==> src/rtl/usb_tx_pkg.sv <==
// Shared types and constants for the USB packet transmitter: FSM encoding,
// framing markers and bus widths.
`timescale 1ns/1ps
package usb_tx_pkg;

  localparam int USB_W = 32;
  localparam int EVT_W = 64;
  localparam int SEQ_W = 16;

  localparam logic [7:0] HDR_MARK = 8'hA5;
  localparam logic [7:0] TRL_MARK = 8'hE7;

  typedef enum logic [2:0] {
    ST_IDLE = 3'd0,
    ST_HDR0 = 3'd1,
    ST_HDR1 = 3'd2,
    ST_PAYH = 3'd3,
    ST_PAYL = 3'd4,
    ST_REQ  = 3'd5,
    ST_TRL0 = 3'd6,
    ST_TRL1 = 3'd7
  } state_e;

endpackage

==> src/rtl/usb_tx_checksum.sv <==
// Running 32-bit XOR of both halves of each payload word; clear has priority
// over accumulate so the packet-done cycle always leaves a zero register.
`timescale 1ns/1ps
module usb_tx_checksum
  import usb_tx_pkg::*;
(
  input  logic             clk,
  input  logic             rst,
  input  logic             clear_i,
  input  logic             acc_en_i,
  input  logic [EVT_W-1:0] word_i,
  output logic [USB_W-1:0] sum_o
);

  logic [USB_W-1:0] sum_q, sum_d;

  always_comb begin
    sum_d = sum_q;
    if (clear_i) begin
      sum_d = '0;
    end else if (acc_en_i) begin
      sum_d = sum_q ^ word_i[EVT_W-1:USB_W] ^ word_i[USB_W-1:0];
    end
  end

  always_ff @(posedge clk) begin
    if (rst) begin
      sum_q <= '0;
    end else begin
      sum_q <= sum_d;
    end
  end

  assign sum_o = sum_q;

endmodule

==> src/rtl/usb_packet_tx.sv <==
// Frames 64-bit event words into 32-bit USB packets (header x2, payload,
// trailer). Define USB_CHECKSUM_EN to append the XOR checksum word (TRL1).
`timescale 1ns/1ps
module usb_packet_tx
  import usb_tx_pkg::*;
#(
  parameter int unsigned PKT_WORDS = 16,
  parameter int unsigned TIMEOUT   = 1024
) (
  input  logic             clk,
  input  logic             rst,
  input  logic             tx_enable,
  input  logic [23:0]      run_number,
  output logic             transmit_request,
  input  logic             transmit_complete,
  input  logic [EVT_W-1:0] word_in,
  output logic [USB_W-1:0] usb_data,
  output logic             usb_valid,
  input  logic             usb_ready,
  output logic [SEQ_W-1:0] pkt_seq,
  output logic             busy,
  output logic             proto_err,
  output state_e           dbg_state_o
);

  localparam logic [15:0] PKT_LEN  = 16'(PKT_WORDS);
  localparam logic [31:0] TMO_LAST = 32'(TIMEOUT - 1);

  // Handshakes: upstream word is taken on transmit_complete only while
  // transmit_request is high; a USB word moves on a clock edge with
  // usb_valid && usb_ready, and usb_data holds steady until then.

  state_e           state_q, state_d;
  logic [EVT_W-1:0] word_q, word_d;
  logic [23:0]      run_q, run_d;
  logic [15:0]      cnt_q, cnt_d;
  logic [31:0]      tmo_q, tmo_d;
  logic [SEQ_W-1:0] pkt_seq_q, pkt_seq_d;
  logic             req_q, req_d;
  logic             perr_q, perr_d;

  logic capture, xfer, pkt_done, pay_done;

  assign capture  = transmit_complete && req_q;
  assign xfer     = usb_valid && usb_ready;
  assign pay_done = (state_q == ST_PAYL) && xfer;

`ifdef USB_CHECKSUM_EN
  logic [USB_W-1:0] cs_sum;

  assign pkt_done = (state_q == ST_TRL1) && xfer;

  usb_tx_checksum u_checksum (
    .clk      (clk),
    .rst      (rst),
    .clear_i  (pkt_done),
    .acc_en_i (pay_done),
    .word_i   (word_q),
    .sum_o    (cs_sum)
  );
`else
  assign pkt_done = (state_q == ST_TRL0) && xfer;
`endif

  always_ff @(posedge clk) begin
    if (rst) begin
      state_q <= ST_IDLE;
    end else begin
      state_q <= state_d;
    end
  end

  always_comb begin
    state_d = state_q;
    case (state_q)
      ST_IDLE: if (capture) state_d = ST_HDR0;
      ST_HDR0: if (xfer) state_d = ST_HDR1;
      ST_HDR1: if (xfer) state_d = ST_PAYH;
      ST_PAYH: if (xfer) state_d = ST_PAYL;
      ST_PAYL: begin
        if (xfer) begin
          if ((cnt_q + 16'd1) == PKT_LEN || !tx_enable) state_d = ST_TRL0;
          else                                           state_d = ST_REQ;
        end
      end
      // A word arriving in the expiry cycle is still taken.
      ST_REQ: begin
        if (capture)                state_d = ST_PAYH;
        else if (!tx_enable)        state_d = ST_TRL0;
        else if (tmo_q == TMO_LAST) state_d = ST_TRL0;
      end
`ifdef USB_CHECKSUM_EN
      ST_TRL0: if (xfer) state_d = ST_TRL1;
      ST_TRL1: if (xfer) state_d = ST_IDLE;
`else
      ST_TRL0: if (xfer) state_d = ST_IDLE;
`endif
      default: state_d = ST_IDLE;
    endcase
  end

  always_comb begin
    usb_valid = 1'b0;
    usb_data  = '0;
    case (state_q)
      ST_HDR0: begin usb_valid = 1'b1; usb_data = {HDR_MARK, run_q};           end
      ST_HDR1: begin usb_valid = 1'b1; usb_data = {pkt_seq_q, PKT_LEN};        end
      ST_PAYH: begin usb_valid = 1'b1; usb_data = word_q[EVT_W-1:USB_W];       end
      ST_PAYL: begin usb_valid = 1'b1; usb_data = word_q[USB_W-1:0];           end
      ST_TRL0: begin usb_valid = 1'b1; usb_data = {TRL_MARK, 8'h00, cnt_q};    end
`ifdef USB_CHECKSUM_EN
      ST_TRL1: begin usb_valid = 1'b1; usb_data = cs_sum;                      end
`endif
      default: begin usb_valid = 1'b0; usb_data = '0;                          end
    endcase
  end

  // Request is registered from the next state, so it is high exactly while
  // the FSM sits in REQ, or in IDLE one cycle after tx_enable rises.
  always_comb begin
    word_d    = word_q;
    run_d     = run_q;
    cnt_d     = cnt_q;
    tmo_d     = '0;
    pkt_seq_d = pkt_seq_q;
    perr_d    = perr_q || (transmit_complete && !req_q);
    req_d     = ((state_d == ST_IDLE) && tx_enable) || (state_d == ST_REQ);
    if (capture) word_d = word_in;
    if (capture && state_q == ST_IDLE) run_d = run_number;
    if (pay_done) cnt_d = cnt_q + 16'd1;
    if (state_q == ST_REQ && !capture) tmo_d = tmo_q + 32'd1;
    if (pkt_done) begin
      cnt_d     = '0;
      pkt_seq_d = pkt_seq_q + 1'b1;
    end
  end

  always_ff @(posedge clk) begin
    if (rst) begin
      word_q    <= '0;
      run_q     <= '0;
      cnt_q     <= '0;
      tmo_q     <= '0;
      pkt_seq_q <= '0;
      req_q     <= 1'b0;
      perr_q    <= 1'b0;
    end else begin
      word_q    <= word_d;
      run_q     <= run_d;
      cnt_q     <= cnt_d;
      tmo_q     <= tmo_d;
      pkt_seq_q <= pkt_seq_d;
      req_q     <= req_d;
      perr_q    <= perr_d;
    end
  end

  assign transmit_request = req_q;
  assign pkt_seq          = pkt_seq_q;
  assign proto_err        = perr_q;
  assign busy             = (state_q != ST_IDLE);
  assign dbg_state_o      = state_q;

endmodule
==> config.mk <==
export PLATFORM = sky130hd
export DESIGN_NAME = usb_packet_tx
export DESIGN_NICKNAME = d
export VERILOG_FILES = /design/src/rtl/usb_tx_pkg.sv /design/src/rtl/usb_tx_checksum.sv /design/src/rtl/usb_packet_tx.sv
export SDC_FILE = /design/constraint.sdc
export NUM_CORES = 1
export LEC_CHECK = 0
export BUFFER_PORTS_ARGS = -buffer_cell sky130_fd_sc_hd__buf_2
export CAP_MARGIN = 20
export CELL_PAD_IN_SITES_DETAIL_PLACEMENT = 0
export CELL_PAD_IN_SITES_GLOBAL_PLACEMENT = 2
export CORE_MARGIN = 2
export CORE_UTILIZATION = 35
export CTS_BUF_LIST = sky130_fd_sc_hd__clkbuf_4 sky130_fd_sc_hd__clkbuf_8
export CTS_CLUSTER_DIAMETER = 200
export CTS_CLUSTER_SIZE = 12
export DETAILED_ROUTE_END_ITERATION = 7
export GPL_TIMING_DRIVEN = 0
export PLACE_DENSITY_LB_ADDON = 0.1
export SLEW_MARGIN = 0
export SYNTH_ARGS = -nofsm -noshare
export SYNTH_HDL_FRONTEND = slang
export SYNTH_HIERARCHICAL = 1
export SYNTH_SLANG_ARGS = --single-unit
==> constraint.sdc <==
create_clock -name clk -period 4.05 [get_ports clk]
set_input_delay 0.81 -clock clk [delete_from_list [all_inputs] [get_ports clk]]
set_output_delay 0.81 -clock clk [all_outputs]
set_load 0.02 [all_outputs]
==> results.cfg <==
[worst_setup_path]
rr_worst_depth = 8
critPathRequiredTime_ns = 3.24
reg2reg_to = transmit_request
r2r-start = cnt_q[1]
reg2reg_setup_slack_ns = 1.57
crit_fanout = 10
cp.arrival_ns = 2.90
setup.worst_path.end_class = primary output
startpoint_type = flip-flop
critPathKind = flip-flop to primary output

[routing]
drtIter0Drc = 271
wl_met3_um = 924
top_layer = met4
wl_per_cell_um = 17.0
viasPerCell = 4.95
m1WireLength_um = 11600
drc_errors = 0
met2_wirelength_um = 10800
postRouteAntennaNets = 0
wl_um = 23600
dr.pass1.iters = 5
num_vias = 6873

[pwr]
p_leak_uw = 0.00324
fin_total_pwr_uw = 3040
p_per_area_nw_per_um2 = 343
ir_worst_vdd_mv = 0.202

[clock_network]
cts_root_buf = clkbuf_8
cts_sinks = 157
path_clk_slew_ns = 0.10
ctsHtreeMaxLevel = 4
cts_tree = yes
cts_buffer_depth = 2
cts_buffers = 17
cts_hold_buf = 0
clk_latency_ns = 0.46
ctsResizeCount = 0
postCtsSetupBuffers = 0

[synthesis]
yosysWarnings = 6
async_flop_share_pct = 0
postSynthCellCount = 936
synth-seq-cells = 157
seq_area_frac_synth_pct = 42.6
synth_area_per_cell_um2 = 7.88
netlist_area_um2 = 7370
synthesis.nets = 1033
yosysUniqueCellTypes = 55
synth_edf_count = 0
synthFlopType = dfxtp_1

[floorplanning]
die_y_um = 149
row_count = 53
ios = 148
die-area_um2 = 22200
start_util_pct = 35.4
fp.dieW_um = 149
placeableCoreArea_um2 = 20800

[timing]
tightest_slew_ns = 0.751
finalSetupViolCount = 0
worst_hold_slack_ns = 0.450
rsz0062_at_grt = no
finalSetupTns_ns = 0
report.final.slew_viol_count = 0
skew_ns = 0.0165
timing_hold_violations_final = 0
min_period_ns = 3.71
fin_crit_sh_pct = 91.7
slew_headroom_pct = 49.9
fmax_ghz = 0.269

[job]
drv_cap = 0

[worst_hold_path]
hp-class = flip-flop to flip-flop
hold_path_depth = 1
hold_end = tmo_q[0]
min_from = tmo_q[0]

[global_route]
grt_max_degree = 17
first_global_vias = 6383
grt_antenna_before_repair = 0
overflow = 0
grt_pass1_wl_um = 36000
grtUsageTotal_pct = 21.3

[layout]
diodes = 0
areaGrowthSynthToFinish_pct = 20.0
drive_gt1_share_pct = 19.2
stdcell_area_um2 = 8850
nNetsFinal = 1198

[placed_design]
placed_area_um2 = 8450
port_buffers = 146
gp_congestion = 0.825
dp.final_hpwl_um = 18000

[outcome]
status = finished, final reports clean
-- cells in the final DEF, fill, tap and decap left out, types with 4 or more instances in the layout --
master | Yosys | routed
a21oi_1 | 117 | 117
a22oi_1 | 8 | 8
and2_1 | 6 | 6
and3_1 | 9 | 9
and4_1 | 7 | 7
buf_1 | 5 | 5
buf_2 | 13 | 159
buf_6 | 4 | 4
clkbuf_1 | 44 | 44
clkbuf_8 | 0 | 17
clkinvlp_4 | 0 | 4
dfxtp_1 | 157 | 157
ha_1 | 4 | 4
inv_1 | 17 | 17
mux2i_1 | 40 | 40
nand2_1 | 218 | 218
nand3_1 | 21 | 21
nand4_1 | 15 | 15
nor2_1 | 77 | 77
nor3_1 | 10 | 10
nor4_1 | 6 | 6
o21ai_0 | 18 | 18
o22ai_1 | 24 | 24
o31ai_1 | 5 | 5
or3_1 | 10 | 10
xnor2_1 | 21 | 21
xor2_1 | 35 | 35
-- where the power goes --
part	internal (uW)	switching, uW
combinational	83.4	152
sequential	1570	17.4
clock	569	642
total	2230	811
-- sequential cells by signal, summed over array words and instances (netlist names) --
name / cells
word_q: 64
tmo_q: 32
run_q: 24
cnt_q: 16
pkt_seq: 16
dbg_state_o: 3
proto_err: 1
transmit_request: 1
-- metrics by stage --
stage | cells | utilization [%] | setup WS [ns]
5_1_grt | 1389 | 42.5 | 0.0960
2_1_floorplan | 936 | - | 1.30
3_5_place_dp | 1357 | 40.6 | 0.819
3_3_place_gp | 1357 | 40.6 | 0.809
6_report | 1389 | 42.5 | 0.338
4_1_cts | 1389 | 42.5 | 0.308
-- cell families after synthesis --
family | after synthesis | synth area share [%]
AOI/OAI and AO/OA | 194 | 15.1
xor gates and xnor gates | 56 | 6.65
adders and majority gates | 4 | 0.679
buffers and inverters | 85 | 4.99
DFF | 157 | 42.6
muxes | 42 | 5.73
and+or+nand+nor | 398 | 24.2
-- how the worst max path moves through the flow --
stage,slack [ns],to,cells past startpoint,from
floorplan,1.30,usb_data[26],5,dbg_state_o[1]
global placement,0.81,usb_data[1],6,dbg_state_o[0]
detailed placement,0.82,usb_data[19],6,dbg_state_o[1]
CTS,0.31,usb_data[19],6,dbg_state_o[1]
global route,0.1,usb_data[1],6,dbg_state_o[1]
finish,0.34,usb_data[19],6,dbg_state_o[1]
-- layout make-up --
class | count | area [um^2]
Fill cell | 2264 | 12000
Multi-Input combinational cell | 694 | 3860
Sequential cell | 157 | 3140
Timing Repair Buffer | 146 | 731
Tap cell | 275 | 344
Buffer | 68 | 304
Clock buffer | 18 | 241
Clock inverter | 14 | 161
Inverter | 17 | 63.8
-- Yosys cell counts (all sizes together), types with 3 or more instances --
cell type,instances,share of area (%)
o21ai,18,1.2
nand4,16,1.4
xor2,35,4.2
nor3,12,0.95
a21oi,117,7.9
and2,6,0.51
mux2i,40,5.4
inv,17,0.87
nand2,219,11
nor4,7,0.80
a22oi,8,0.81
xnor2,21,2.5
ha,4,0.68
and3,10,0.87
nand3,21,1.4
dfxtp,157,43
buf,22,1.7
o22ai,24,2.0
a31o,3,0.36
nor2,77,3.9
a211oi,3,0.37
clkbuf,46,2.4
or3,10,0.85
or2,3,0.25
o31ai,5,0.51
and4,8,0.98
-- routing by layer --
metal	global-route usage, %	vias up
met5	0	-
met4	4.81	0
met3	3.79	16
met2	33.5	143
met1	30.4	3198
li1	-	3516
-- worst max-delay path: stages, from the launching register on --
cell and delay (ns):
dfxtp_1 0.40, clkbuf_1 0.38, clkbuf_1 0.42, buf_2 0.43, mux2i_1 0.44, o22ai_1 0.16, buf_2 0.20
No activity file was read; power rests on OpenSTA's default activity.
